==> src/rtl/fetch_unit.sv <==
// Instruction fetch: owns the fetch PC, one outstanding imem read, redirect kill, one-entry response buffer.
// Latency is memory latency + 1 cycle to instrF; stallF holds the output and parks at most one response in the buffer.
module fetch_unit #(
  parameter int unsigned      WIDTH    = 32,
  parameter logic [WIDTH-1:0] RESET_PC = '0
) (
  input  logic             clk,
  input  logic             rst,
  input  logic             stallF,
  input  logic             redirect_valid,
  input  logic [WIDTH-1:0] redirect_pc,
  output logic             imem_req,
  output logic [WIDTH-1:0] imem_addr,
  input  logic             imem_ready,
  input  logic [WIDTH-1:0] imem_rdata,
  output logic [WIDTH-1:0] instrF,
  output logic [WIDTH-1:0] pcF,
  output logic             instr_validF
);

  localparam logic [WIDTH-1:0] ALIGN_MASK = ~WIDTH'(3);
  localparam logic [WIDTH-1:0] PC_STEP    = WIDTH'(4);

  typedef enum logic [1:0] {S_BOOT, S_REQ, S_WAIT, S_HOLD} state_t;

  state_t           state_q, state_d;
  logic [WIDTH-1:0] fetch_pc_q, fetch_pc_d;
  logic [WIDTH-1:0] instr_q, instr_d;
  logic [WIDTH-1:0] pc_q, pc_d;
  logic             vld_q, vld_d;
  logic [WIDTH-1:0] buf_instr_q, buf_instr_d;
  logic [WIDTH-1:0] buf_pc_q, buf_pc_d;
  logic             buf_vld_q, buf_vld_d;
  logic             kill_q, kill_d;
  logic             req_q;
  logic             out_free;
  logic [WIDTH-1:0] redirect_tgt;

  assign redirect_tgt = redirect_pc & ALIGN_MASK;
  assign out_free     = !stallF || !vld_q;

  always_comb begin
    state_d     = state_q;
    fetch_pc_d  = fetch_pc_q;
    instr_d     = instr_q;
    pc_d        = pc_q;
    vld_d       = vld_q;
    buf_instr_d = buf_instr_q;
    buf_pc_d    = buf_pc_q;
    buf_vld_d   = buf_vld_q;
    kill_d      = kill_q;

    // Once IF/ID consumes, the output falls back to a bubble unless refilled below.
    if (!stallF) begin
      instr_d = '0;
      vld_d   = 1'b0;
    end

    case (state_q)
      S_BOOT: state_d = S_REQ;
      S_REQ:  state_d = S_WAIT;
      S_WAIT: begin
        if (imem_ready) begin
          if (kill_q) begin
            kill_d  = 1'b0;
            state_d = S_REQ;
          end else if (out_free) begin
            instr_d    = imem_rdata;
            pc_d       = fetch_pc_q;
            vld_d      = 1'b1;
            fetch_pc_d = fetch_pc_q + PC_STEP;
            state_d    = S_REQ;
          end else begin
            buf_instr_d = imem_rdata;
            buf_pc_d    = fetch_pc_q;
            buf_vld_d   = 1'b1;
            fetch_pc_d  = fetch_pc_q + PC_STEP;
            state_d     = S_HOLD;
          end
        end
      end
      S_HOLD: begin
        if (!stallF && buf_vld_q) begin
          instr_d   = buf_instr_q;
          pc_d      = buf_pc_q;
          vld_d     = 1'b1;
          buf_vld_d = 1'b0;
          state_d   = S_REQ;
        end
      end
      default: state_d = S_BOOT;
    endcase

    // Redirect wins over stall and any delivery; an in-flight read must be killed, not reissued.
    if (redirect_valid) begin
      fetch_pc_d = redirect_tgt;
      instr_d    = '0;
      vld_d      = 1'b0;
      pc_d       = pc_q;
      buf_vld_d  = 1'b0;
      case (state_q)
        S_REQ: begin
          kill_d  = 1'b1;
          state_d = S_WAIT;
        end
        S_WAIT: begin
          kill_d  = !imem_ready;
          state_d = imem_ready ? S_REQ : S_WAIT;
        end
        default: begin
          kill_d  = 1'b0;
          state_d = S_REQ;
        end
      endcase
    end
  end

  always_ff @(posedge clk or negedge rst) begin
    if (!rst) begin
      state_q     <= S_BOOT;
      fetch_pc_q  <= RESET_PC;
      instr_q     <= '0;
      pc_q        <= RESET_PC;
      vld_q       <= 1'b0;
      buf_instr_q <= '0;
      buf_pc_q    <= '0;
      buf_vld_q   <= 1'b0;
      kill_q      <= 1'b0;
      req_q       <= 1'b0;
    end else begin
      state_q     <= state_d;
      fetch_pc_q  <= fetch_pc_d;
      instr_q     <= instr_d;
      pc_q        <= pc_d;
      vld_q       <= vld_d;
      buf_instr_q <= buf_instr_d;
      buf_pc_q    <= buf_pc_d;
      buf_vld_q   <= buf_vld_d;
      kill_q      <= kill_d;
      req_q       <= (state_d == S_REQ);
    end
  end

  assign imem_req     = req_q;
  assign imem_addr    = fetch_pc_q & ALIGN_MASK;
  assign instrF       = instr_q;
  assign pcF          = pc_q;
  assign instr_validF = vld_q;

endmodule

==> config.mk <==
export PLATFORM = sky130hd
export DESIGN_NAME = fetch_unit
export DESIGN_NICKNAME = d
export VERILOG_FILES = /design/src/rtl/fetch_unit.sv
export SDC_FILE = /design/constraint.sdc
export NUM_CORES = 1
export LEC_CHECK = 0
export CORE_AREA = 4 4 115 139
export DETAILED_ROUTE_END_ITERATION = 8
export DIE_AREA = 0 0 119 143
export GPL_TIMING_DRIVEN = 0
export PLACE_DENSITY_LB_ADDON = 0.08
export SYNTH_ARGS = -nofsm -noshare
export SYNTH_HDL_FRONTEND = slang
export SYNTH_SLANG_ARGS = --single-unit
==> constraint.sdc <==
create_clock -name clk -period 2.74 [get_ports clk]
set_input_delay 0.685 -clock clk [delete_from_list [all_inputs] [get_ports clk]]
set_output_delay 0.685 -clock clk [all_outputs]
set_load 0.02 [all_outputs]
==> metrics.md, run 1 <==
| Metric | Value |
|---|---|
| Worst relative slew slack | 0.360 |
| Sequential area share after synthesis | 0.545 |
| Crit start category | input pin |
| Post-Syn Area per Cell | 12.1 um2 |
| CTS tree | built |
| R2R cell count | 5 |
| Largest delay contributor family on the critical path | buffers and inverters |
| DR WL/cell | 19.4 um |
| Worst Path Class, Setup | input pin to flop |
| Area leader, netlist | dfrtp_1 |
| Crit path largest cell delay | 0.60 ns |
| Worst Hold Class | input pin to async pin |
| YS warnings | 0 |
| Fin util | 0.671 |
| Largest net degree at the start of global routing | 96 |
| Synth cell types | 57 |
| Global-route met3 utilization | 0.0598 |
| Root Driver | clkbuf_16 |
| Number of synthesized flops with an enable pin | 0 |
| Pleak | 0.00419 uW |
| N_diodes | 0 |
| Ports | 167 |
| Fin cells | 1008 |
| # Max-Cap Violations | 0 |
| Clock Pin Slew Worst Setup and Hold Paths | 0.06 ns |
| Final worst slack | 0.149 ns |
| Met1 GRT Util | 0.282 |
| Slew @ Worst Pin | 0.953 ns |
| Yosys reg bits | 160 |
| Core area | 14800 um2 |
| Final Slew Violations | 0 |
| Worst VDD drop | 0.000519 V |
| Cts bufs inserted | 17 |
| Worst Setup End Kind | flop |
| CP Max Fanout | 10 |
| DIE AREA | 17000 um2 |
| Routability-driven placement congestion ratio | 0.874 |
| GRT overflow | 0 |
| Global Route met2 Usage | 0.409 |
| Dpl hpwl | 14000 um |
| Pwr dens | 826 nW/um2 |
| Layout cell share with drive strength beyond 1 | 0.228 |
| Row cnt | 49 |
| Fin crit period | 2.59 ns |
| Top cell type's share of synthesized area | 0.545 |
| Synth-to-layout area growth | 34.9% |
| Clock Tree Buf Depth | 2 |
| Synthesized area | 7350 um2 |
| Detailed-route via count | 5787 |
| Antenna Violating Nets Remaining | 0 |
| Post-Route WL | 19500 um |
| Die width | 119 um |
| Reg2reg setup slack | 0.26 ns |
| Final period utilization | 0.946 |
| PortBufs | 160 |
| CP cell instances | clkdlybuf4s50_1 > nand3b_1 > clkbuf_2 > nor2_4 > buf_2 > mux2_2 |
| CTS H-tree depth | 4 |
| Unrepaired setup endpoints after global routing | false |
| Final Hold Viols | 0 |
| Final setup fails | 0 |
| FILL cells | 1147 |
| Design Power | 8190 uW |
| WP depth | 6 |
| Cell at the slowest stage of the critical path | clkdlybuf4s50_1 |
| Synth top area cells | dfrtp_1, mux2_2, o2bb2ai_1 |
| Clock latency on the worst-skew pair | 0.42 ns |
| Outcome | finished clean |
| Data required, critical path | 3.05 ns |
| Initial antenna violation count | 1 |
| DRC | 0 |
| Die H | 143 um |
| Global-route wire length before repair | 31800 um |
| Critical path buffers and inverters | 3 |
| Critical Path AT | 2.90 ns |
| Synth Instances | 609 |
| Main flop type after synthesis | dfrtp_1 |
| Post-CTS Setup Bufs | 0 |
| Post-route clock skew | 0.00527 ns |
| GRT Total Usage | 0.236 |
| Vias per cell | 5.74 |
| Iteration-0 DRC Markers | 407 |
| Clk sinks | 160 |
| Initial Util | 0.498 |
| Most frequent cells in the layout | dfrtp_1, clkdlybuf4s50_1, mux2_2 |
| Max frequency | 386 MHz |
| Vias in the first global route | 6147 |
| GR peak layer | met2 |
| Commonest non-fill, non-tap cell in the layout | dfrtp_1 |
| Post-Place Cells | 977 |
| Post-synth ARST share | 1.00 |
| DR pass1 iterations | 5 |
| Final nets | 865 |
| Dpl ws | -1.01 ns |
-- power by group --
group          internal (uW)  leakage, uW  switching (uW)
logic                   1250      0.00177            1220
registers               2810      0.00210             310
clock network           1640     0.000320             961
total                   5700      0.00419            2490
-- through the flow --
step | instance area [um2] | hold slack (ns) | setup TNS (ns)
2_1_floorplan | 7360 | 0.389 | 0
3_3_place_gp | 9220 | 0.471 | -924.03
3_5_place_dp | 9250 | 0.472 | -76.80
4_1_cts | 9910 | 0.263 | 0
5_1_grt | 9920 | 0.298 | 0
6_report | 9920 | 0.247 | 0
-- synth_stat cells, types with 3 or more instances --
library cell and number:
a21oi_1 7, a222oi_1 3, a22oi_1 28, a31oi_1 13, buf_2 8, buf_4 4, clkbuf_1 31, dfrtp_1 160
ha_1 5, inv_1 9, mux2_2 117, nand2_1 35, nand3_1 13, nand4_1 10, nor2_1 31, nor4_1 3
o211ai_1 4, o21ai_0 23, o2bb2ai_1 29, o31ai_1 9, or3_1 9, or4_1 12, xnor2_1 6, xor2_1 3
-- cell families (layout without fill, tap and decap cells) --
| family | count (synthesis) | in the layout | synth area share |
|---|---|---|---|
| other cells | 1 | 4 | 0.000510 |
| simple gates | 132 | 132 | 0.0950 |
| buf+inv | 55 | 247 | 0.0325 |
| mux | 118 | 118 | 0.181 |
| xor+xnor | 9 | 9 | 0.0107 |
| flops | 160 | 160 | 0.545 |
| fa+ha+maj | 5 | 5 | 0.00851 |
| compound gates | 129 | 129 | 0.127 |
-- sequential cells by signal, summed over array words and instances (netlist names) --
register	flops
buf_pc_q	30
imem_req	1
kill_q	1
instr_validF	1
instrF	32
buf_vld_q	1
pcF	30
fetch_pc_q	30
state_q	2
buf_instr_q	32
-- layer usage --
| metal | vias up | routed length [um] | share of wire |
|---|---|---|---|
| li1 | 2630 | - | - |
| met1 | 2943 | 7840 | 0.40 |
| met2 | 173 | 10200 | 0.52 |
| met3 | 39 | 1070 | 0.055 |
| met4 | 2 | 448 | 0.023 |
| met5 | - | 11 | 0.00056 |
-- final cells by class --
cell class | count | area, um2 | share of cell area
Clock buffer | 18 | 439 | 0.0443
Timing Repair Buffer | 161 | 1630 | 0.164
Sequential cell | 160 | 4000 | 0.404
Tap cell | 204 | 255 | 0.0257
Buffer | 44 | 209 | 0.0211
Clock inverter | 14 | 213 | 0.0215
Multi-Input combinational cell | 397 | 3130 | 0.315
Inverter | 10 | 37.5 | 0.00379
-- final timing paths --
path                                           start                     endpoint
worst min register to register   instrF[2]$_DFF_PN0_          instrF[2]$_DFF_PN0_
worst max register to register  state_q[0]$_DFF_PN0_         instrF[24]$_DFF_PN0_
max in group asynchronous                        rst           pcF[4]$_DFFE_PN0P_
worst max-delay path                      imem_ready  buf_instr_q[29]$_DFFE_PN0P_
min in group clk                 instrF[2]$_DFF_PN0_          instrF[2]$_DFF_PN0_
worst min-delay path                             rst     buf_pc_q[23]$_DFFE_PN0P_
-- worst register-to-register path, delay by kind of cell, from the launching register on --
kind	cells	cell delay, ns
flops	1	0.43
compound gates	2	0.92
buf+inv	2	0.72
fa+ha+maj	1	0.28
-- repair_timing --
action / CTS / global route
hold endpoints to repair: 0 / 0
endpoints found under the setup margin: 90 / 60
hold buffers: 0 / 0
gates resized for setup: 6 / 10
gates cloned: 0 / 0
pin swaps: 0 / 0
Note: power is estimated with default switching activity, not from simulation.
==> run 2: changes to the inputs <==
Settings changed: CORE_AREA 4 4 115 139 to 2 2 113 137, DIE_AREA 0 0 119 143 to 0 0 115 139, PLACE_DENSITY from default to 0.81, PLACE_DENSITY_LB_ADDON 0.08 to default.
==> metrics.md, run 2 (synthesized netlist as in run 1, its figures left out) <==
| Metric | Value |
|---|---|
| CP Max Fanout | 10 |
| Most frequent cells in the layout | dfrtp_1, clkdlybuf4s50_1, mux2_2 |
| Final worst slack | 0.126 ns |
| GRT Total Usage | 0.247 |
| Vias in the first global route | 5886 |
| CP most frequent cell | clkbuf_2 |
| Row cnt | 49 |
| Routability-driven placement congestion ratio | 0.872 |
| Ports | 167 |
| Hold WS | 0.274 ns |
| CTS Hold Bufs | 0 |
| Slew @ Worst Pin | 0.880 ns |
| Initial antenna violation count | 0 |
| Worst Path Class, Setup | input pin to flop |
| Clock Tree Buf Depth | 2 |
| Post-CTS Setup Bufs | 0 |
| # Max-Cap Violations | 0 |
| Data required, critical path | 3.04 ns |
| DRT met1 WL | 7950 um |
| Post-Route WL | 19400 um |
| Final period utilization | 0.954 |
| Clock Pin Slew Worst Setup and Hold Paths | 0.06 ns |
| PortBufs | 160 |
| Vias per cell | 5.91 |
| Met3 WL | 1420 um |
| Die width | 115 um |
| Global-route wire length before repair | 30900 um |
| GRT overflow | 0 |
| Max frequency | 383 MHz |
| DR pass1 iterations | 8 |
| Post-route clock skew | 0.00787 ns |
| Iteration-0 DRC Markers | 509 |
| Root Driver | clkbuf_16 |
| Final Hold Viols | 0 |
| Largest delay contributor family on the critical path | buffers and inverters |
| Pwr dens | 818 nW/um2 |
| Core area | 14700 um2 |
| Worst Setup End Kind | flop |
| DIE AREA | 16000 um2 |
| Antenna Violating Nets Remaining | 0 |
| Dpl ws | -0.784 ns |
| R2R cell count | 5 |
| Critical Path AT | 2.92 ns |
| Top sig layer | met4 |
| N_diodes | 0 |
| Critical path buffers and inverters | 3 |
| Synth-to-layout area growth | 33.9% |
| CTS tree | built |
| Met2 WL post-DR | 9680 um |
| WP depth | 6 |
| Reg2reg setup slack | 0.16 ns |
| Crit start category | input pin |
| Largest net degree at the start of global routing | 88 |
| Final setup fails | 0 |
| CTS H-tree depth | 4 |
| Crit path largest cell delay | 0.57 ns |
| Worst relative slew slack | 0.410 |
| Initial Util | 0.500 |
| Cell at the slowest stage of the critical path | clkdlybuf4s50_1 |
| CP cell instances | clkdlybuf4s50_1 > nand3b_1 > clkbuf_2 > nor2_2 > clkbuf_2 > mux2_2 |
| Worst VDD drop | 0.000548 V |
| Detailed-route via count | 5807 |
| Fin util | 0.669 |
| Pleak | 0.00417 uW |
| Cts bufs inserted | 17 |
| Layout cell share with drive strength beyond 1 | 0.223 |
| Final nets | 865 |
| Die H | 139 um |
| Unrepaired setup endpoints after global routing | false |
| Worst Hold Class | input pin to async pin |
| DR WL/cell | 19.7 um |
| Clock latency on the worst-skew pair | 0.42 ns |
| Commonest non-fill, non-tap cell in the layout | dfrtp_1 |
| Design Power | 8050 uW |
| Dpl hpwl | 13900 um |
| DRC | 0 |
| Outcome | finished clean |
| Clk sinks | 160 |
| Fin crit period | 2.61 ns |
| Final Slew Violations | 0 |
[run 2: area by class of cell]
cell class,count,area [um2]
multi-input cells,397,3120
clock inverters,9,129
inverters,10,37.5
fillers,1109,4870
clock buffers,23,488
well taps,178,223
repair buffers,161,1630
plain buffers,44,208
flip-flops and latches,160,4000
[run 2: repair_timing]
action / CTS / global route
hold endpoints to repair: 0 / 0
gates resized for setup: 3 / 12
setup endpoints to repair: 79 / 57
[run 2: through the flow]
stage	instance area [um2]	std cells	setup TNS, ns
floorplan	7360	612	0
global placement	9190	950	-880.24
detailed placement	9220	951	-52.14
CTS	9840	983	0
global route	9840	982	0
finish	9840	982	0
[run 2: routing by layer]
| layer | track usage | vias up |
|---|---|---|
| li1 | - | 2640 |
| met1 | 0.320 | 2910 |
| met3 | 0.0673 | 34 |
| met5 | 0 | - |
| met4 | 0.0824 | 0 |
| met2 | 0.402 | 223 |
[run 2: power breakdown]
group / internal (uW) / switching [uW]
clock network: 1530 / 921
logic: 1250 / 1230
registers: 2810 / 311
[run 2: worst paths after layout]
kind / to / startpoint
max in group asynchronous: state_q[0]$_DFF_PN0_ / rst
max: buf_pc_q[17]$_DFFE_PN0P_ / imem_ready
max reg2reg: pcF[20]$_DFFE_PN0P_ / state_q[0]$_DFF_PN0_
min in group clk: instrF[28]$_DFF_PN0_ / instrF[28]$_DFF_PN0_
min: pcF[28]$_DFFE_PN0P_ / rst
min reg2reg: instrF[28]$_DFF_PN0_ / instrF[28]$_DFF_PN0_
==> run 3: changes to the inputs <==
Settings changed: CORE_AREA 2 2 113 137 to 2 2 118 131, DIE_AREA 0 0 115 139 to 0 0 120 133.
==> metrics.md, run 3 (synthesized netlist as in run 1, its figures left out) <==
| Metric | Value |
|---|---|
| Most frequent cells in the layout | dfrtp_1, clkdlybuf4s50_1, mux2_2 |
| Final Slew Violations | 0 |
| Outcome | finished clean |
| Design Power | 8050 uW |
| Largest net degree at the start of global routing | 90 |
| Hold WS | 0.260 ns |
| Routability-driven placement congestion ratio | 0.872 |
| Initial antenna violation count | 0 |
| Pwr dens | 816 nW/um2 |
| Global-route wire length before repair | 32000 um |
| Worst Setup End Kind | flop |
| Crit start category | flop |
| # Max-Cap Violations | 0 |
| Fin util | 0.668 |
| PortBufs | 160 |
| Cts bufs inserted | 17 |
| Die width | 120 um |
| Pleak | 0.00417 uW |
| Worst VDD drop | 0.000557 V |
| Row cnt | 47 |
| Vias per cell | 5.90 |
| CP Max Fanout | 10 |
| Fin crit period | 2.61 ns |
| Final period utilization | 0.954 |
| GRT Total Usage | 0.255 |
| Antenna Violating Nets Remaining | 0 |
| CP most frequent cell | mux2_2 |
| Crit path largest cell delay | 0.61 ns |
| Slew @ Worst Pin | 0.836 ns |
| Initial Util | 0.498 |
| N_diodes | 0 |
| CTS H-tree depth | 4 |
| Final worst slack | 0.127 ns |
| CP cell instances | ha_1 > buf_1 > clkbuf_1 > mux2_2 > mux2_2 |
| Post-route clock skew | 0.00764 ns |
| Critical Path AT | 2.92 ns |
| DR WL/cell | 19.4 um |
| Root Driver | clkbuf_16 |
| Data required, critical path | 3.05 ns |
| Vias in the first global route | 6154 |
| Dpl hpwl | 13700 um |
| Clock latency on the worst-skew pair | 0.43 ns |
| Unrepaired setup endpoints after global routing | false |
| Worst Path Class, Setup | flop to flop |
| Detailed-route via count | 5902 |
| Worst Hold Class | input pin to async pin |
| Final setup fails | 0 |
| Post-Route WL | 19400 um |
| Core area | 14800 um2 |
| Synth-to-layout area growth | 34.2% |
| Worst relative slew slack | 0.439 |
| DR pass1 iterations | 5 |
| CTS tree | built |
| GRT overflow | 0 |
| Layout cell share with drive strength beyond 1 | 0.225 |
| Clock Pin Slew Worst Setup and Hold Paths | 0.06 ns |
| Clock Tree Buf Depth | 2 |
| DRC | 0 |
| FILL cells | 1093 |
| Iteration-0 DRC Markers | 489 |
| Die H | 133 um |
| Clk sinks | 160 |
| Max frequency | 383 MHz |
| Commonest non-fill, non-tap cell in the layout | dfrtp_1 |
| Dpl ws | -0.773 ns |
| Cell at the slowest stage of the critical path | clkbuf_1 |
| Final Hold Viols | 0 |
| Ports | 167 |
| DIE AREA | 16000 um2 |
| Final nets | 865 |
run 3: what timing repair did:
action,4_1_cts,5_1_grt
hold buffers,0,0
gates resized for setup,5,9
buffers inserted,0,0
endpoints found under the hold margin,0,0
endpoints found under the setup margin,85,110
run 3: per-stage QoR:
step	setup TNS (ns)	cells	cell area (um2)
5_1_grt	0	1000	9860
4_1_cts	0	1000	9850
6_report	0	1000	9860
3_5_place_dp	-55.81	969	9240
2_1_floorplan	0	612	7360
3_3_place_gp	-880.86	968	9210
run 3: critical path: cells and delay by family, from the launching register on:
| kind | cells | cell delay, ns |
|---|---|---|
| DFF | 1 | 0.44 |
| buffers and inverters | 2 | 1.10 |
| muxes | 2 | 0.68 |
| adders and majority gates | 1 | 0.28 |
run 3: path summary, 6_finish.rpt:
| path | end | slack, ns | from | cells after the start |
|---|---|---|---|---|
| worst min-delay path | pcF[30]$_DFFE_PN0P_ | 0.26 | rst | 1 |
| min in group clk | instrF[8]$_DFF_PN0_ | 0.49 | instrF[8]$_DFF_PN0_ | 1 |
| max in group asynchronous | instrF[16]$_DFF_PN0_ | 1.61 | rst | 2 |
| worst max-delay path | pcF[10]$_DFFE_PN0P_ | 0.13 | state_q[0]$_DFF_PN0_ | 5 |
| worst min register to register | instrF[8]$_DFF_PN0_ | 0.49 | instrF[8]$_DFF_PN0_ | 1 |
| worst max register to register | pcF[10]$_DFFE_PN0P_ | 0.13 | state_q[0]$_DFF_PN0_ | 5 |
run 3: cell type report:
cell class / count / area [um2] / area share
sequential: 160 / 4000 / 0.406
multi-input combinational: 397 / 3130 / 0.317
clock inverter: 15 / 185 / 0.0188
inverter: 10 / 37.5 / 0.00381
buffer: 44 / 208 / 0.0211
tap: 196 / 245 / 0.0249
timing repair buffer: 161 / 1630 / 0.165
clock buffer: 17 / 425 / 0.0431
run 3: power by group:
part	switching [uW]	internal, uW
sequential	316	2810
clock	1010	1450
combinational	1220	1250
total	2540	5500
run 3: routing by layer:
layer  global-route usage  part of all wire
met1                0.321              0.41
met4               0.0791             0.014
met5                    0                 0
met3               0.0737             0.084
met2                0.426              0.50
==> edit (settings of run 3) <==
Change the parameter `WIDTH` from 32 to 24.
--- a/src/rtl/fetch_unit.sv
+++ b/src/rtl/fetch_unit.sv
@@ -1,7 +1,7 @@
 // Instruction fetch: owns the fetch PC, one outstanding imem read, redirect kill, one-entry response buffer.
 // Latency is memory latency + 1 cycle to instrF; stallF holds the output and parks at most one response in the buffer.
 module fetch_unit #(
-  parameter int unsigned      WIDTH    = 32,
+  parameter int unsigned      WIDTH    = 24,
   parameter logic [WIDTH-1:0] RESET_PC = '0
 ) (
   input  logic             clk,
Interface: changed (5 resized); port bits go from 167 to 127. The function was not compared with the original's and may differ.
==> edit against run 3 <==
- wire length decreased by 23%
- sequential cell count shrank 40
- non-clock buffer count shrank 51
- worst setup slack improved by 0.21 ns
- register-to-register slack better by 0.22 ns
- critical path depth up 1
- combinational power fell by 19%
- highest routed layer unchanged
- largest cell class unchanged
- power fell by 13%
- final area is 20% lower
- area after synthesis down 23%
==> edit: results (changes against run 3) <==
| Metric | Value |
|---|---|
| Outcome | `finished clean (unchanged)` |
| Worst-path fanout max | `10 (unchanged)` |
| Setup WS pre-CTS | `-0.0504 ns (was -0.773 ns)` |
| Via count | `4477 (was 5902)` |
| Fin cells | `846 (was 1000)` |
| Vias in the first global route | `4749 (was 6154)` |
| Initial drt markers | `213 (was 489)` |
| XOR/XNOR share of the synthesized area | `1.69% (was 1.07%)` |
| Most instantiated cells after synthesis | `dfrtp_1 (120), mux2_2 (85), nand2_1 (59), o21ai_0 (43), a22oi_1 (27) (was dfrtp_1 (160), mux2_2 (117), nand2_1 (35), clkbuf_1 (31), nor2_1 (31))` |
| Crit. Startpoint | `redirect_valid (was state_q[0])` |
| Sequential area share after synthesis | `52.7% (was 54.5%)` |
| Ys Warns | `0 (unchanged)` |
| Synth Area in Adders | `1.10% (was 0.851%)` |
| Worst-skew pair later-pin latency | `0.41 ns (was 0.43 ns)` |
| Dpl hpwl | `10600 um (was 13700 um)` |
| First-pass GRT wire length | `24600 um (was 32000 um)` |
| Final period util | `87.5% (was 95.4%)` |
| H-tree levels | `4 (unchanged)` |
| Yosys cell types | `48 (was 57)` |
| Post-synthesis compound-gate area fraction | `10.6% (was 12.7%)` |
| Critical Path Max Stage Delay | `0.61 ns (about the same)` |
| Final-stage net count | `695 (was 865)` |
| Routed Wire Length | `14800 um (was 19400 um)` |
| Leakage | `3.37 nW (was 4.17 nW)` |
| Slowest library cell on the worst path | `clkdlybuf4s50_1 (was clkbuf_1)` |
| Mapped Cells | `496 (was 609)` |
| Largest net degree at the start of global routing | `86 (was 90)` |
| Peak VDD IR | `0.390 mV (was 0.557 mV)` |
| Arr. time, crit path | `2.69 ns (was 2.92 ns)` |
| CTS resizes | `0 (was 5)` |
| Routability Congestion | `0.821 (was 0.872)` |
| Main area contributors after synthesis | `dfrtp_1 (53%), mux2_2 (17%), nand2_1 (3.9%) (was dfrtp_1 (54%), mux2_2 (18%), o2bb2ai_1 (3.5%))` |
| Cell family with most CP delay | `buffers and inverters (unchanged)` |
| Share of layout cells above drive strength 1 | `22.9% (was 22.5%)` |
| Placed Cells | `814 (was 969)` |
| Overall routing resource usage | `19.7% (was 25.5%)` |
| Worst Tran Pin Value | `0.777 ns (was 0.836 ns)` |
| Skew final | `0.00460 ns (was 0.00764 ns)` |
| Dpl cell area | `0.00716 sq mm (was 0.00924 sq mm)` |
| Port Buffers | `118 (was 160)` |
| Multiplexer share of the synthesized area | `18.2% (was 18.1%)` |
| FF-to-FF setup slack | `0.35 ns (was 0.13 ns)` |
| DRT Pass-1 Iters | `4 (was 5)` |
[edit: cells by family (layout without fill, tap and decap cells)]
family                   count (synthesis)  in the layout
AO/OA/AOI/OAI                           96             96
XOR/XNOR                                11             11
adder cells (fa/ha/maj)                  5              5
buffers and inverters                   44            195
flip-flops                             120            120
multiplexers                            93             93
other                                    1              4
AND/OR/NAND/NOR                        126            126
[edit: power breakdown]
part | internal (mW) | total [mW] | switching (mW) | leakage [nW]
Clock | 1.78 | 2.58 | 0.803 | 0.332
Sequential | 2.13 | 2.39 | 0.261 | 1.57
Combinational | 1.01 | 2.00 | 0.993 | 1.46
Total | 4.91 | 6.97 | 2.06 | 3.37
[edit: stage by stage]
step | hold slack [ns] | power, mW
detailed placement | 0.474 | 4.43
finish | 0.171 | 6.97
CTS | 0.164 | 7.03
global placement | 0.464 | 4.32
floorplan | 0.389 | 3.55
global route | 0.175 | 7.34
[edit: area by class of cell]
| class | count | area [sq um] |
|---|---|---|
| fillers | 1277 | 6920 |
| flip-flops and latches | 120 | 3000 |
| multi-input cells | 335 | 2490 |
| repair buffers | 119 | 1210 |
| clock buffers | 20 | 467 |
| well taps | 196 | 245 |
| clock inverters | 12 | 219 |
| plain buffers | 35 | 173 |
| inverters | 9 | 33.8 |
[edit: worst reg2reg max path, stage by stage (launching register included)]
cell	delay, ns
dfrtp_1	0.43
inv_1	0.10
ha_1	0.24
buf_4	0.18
o21ai_0	0.32
nand3b_1	0.28
buf_2	0.33
mux2_2	0.38
[edit: path summary, 6_finish.rpt]
kind                                end  depth (start not counted)
setup / recovery                pcF[17]                          6
hold / removal             buf_pc_q[20]                          1
setup reg to reg                pcF[17]                          7
hold reg to reg               instrF[2]                          2
max in group asynchronous     instrF[5]                          2
min in group clk              instrF[2]                          2
[edit: per-layer routing]
layer	share of wire [%]	GRT usage [%]	up-vias
met5	0	0	-
met4	2.3	7.39	0
met3	6.1	6.12	27
met2	50	33.5	145
met1	41	23.4	2248
li1	-	-	2057
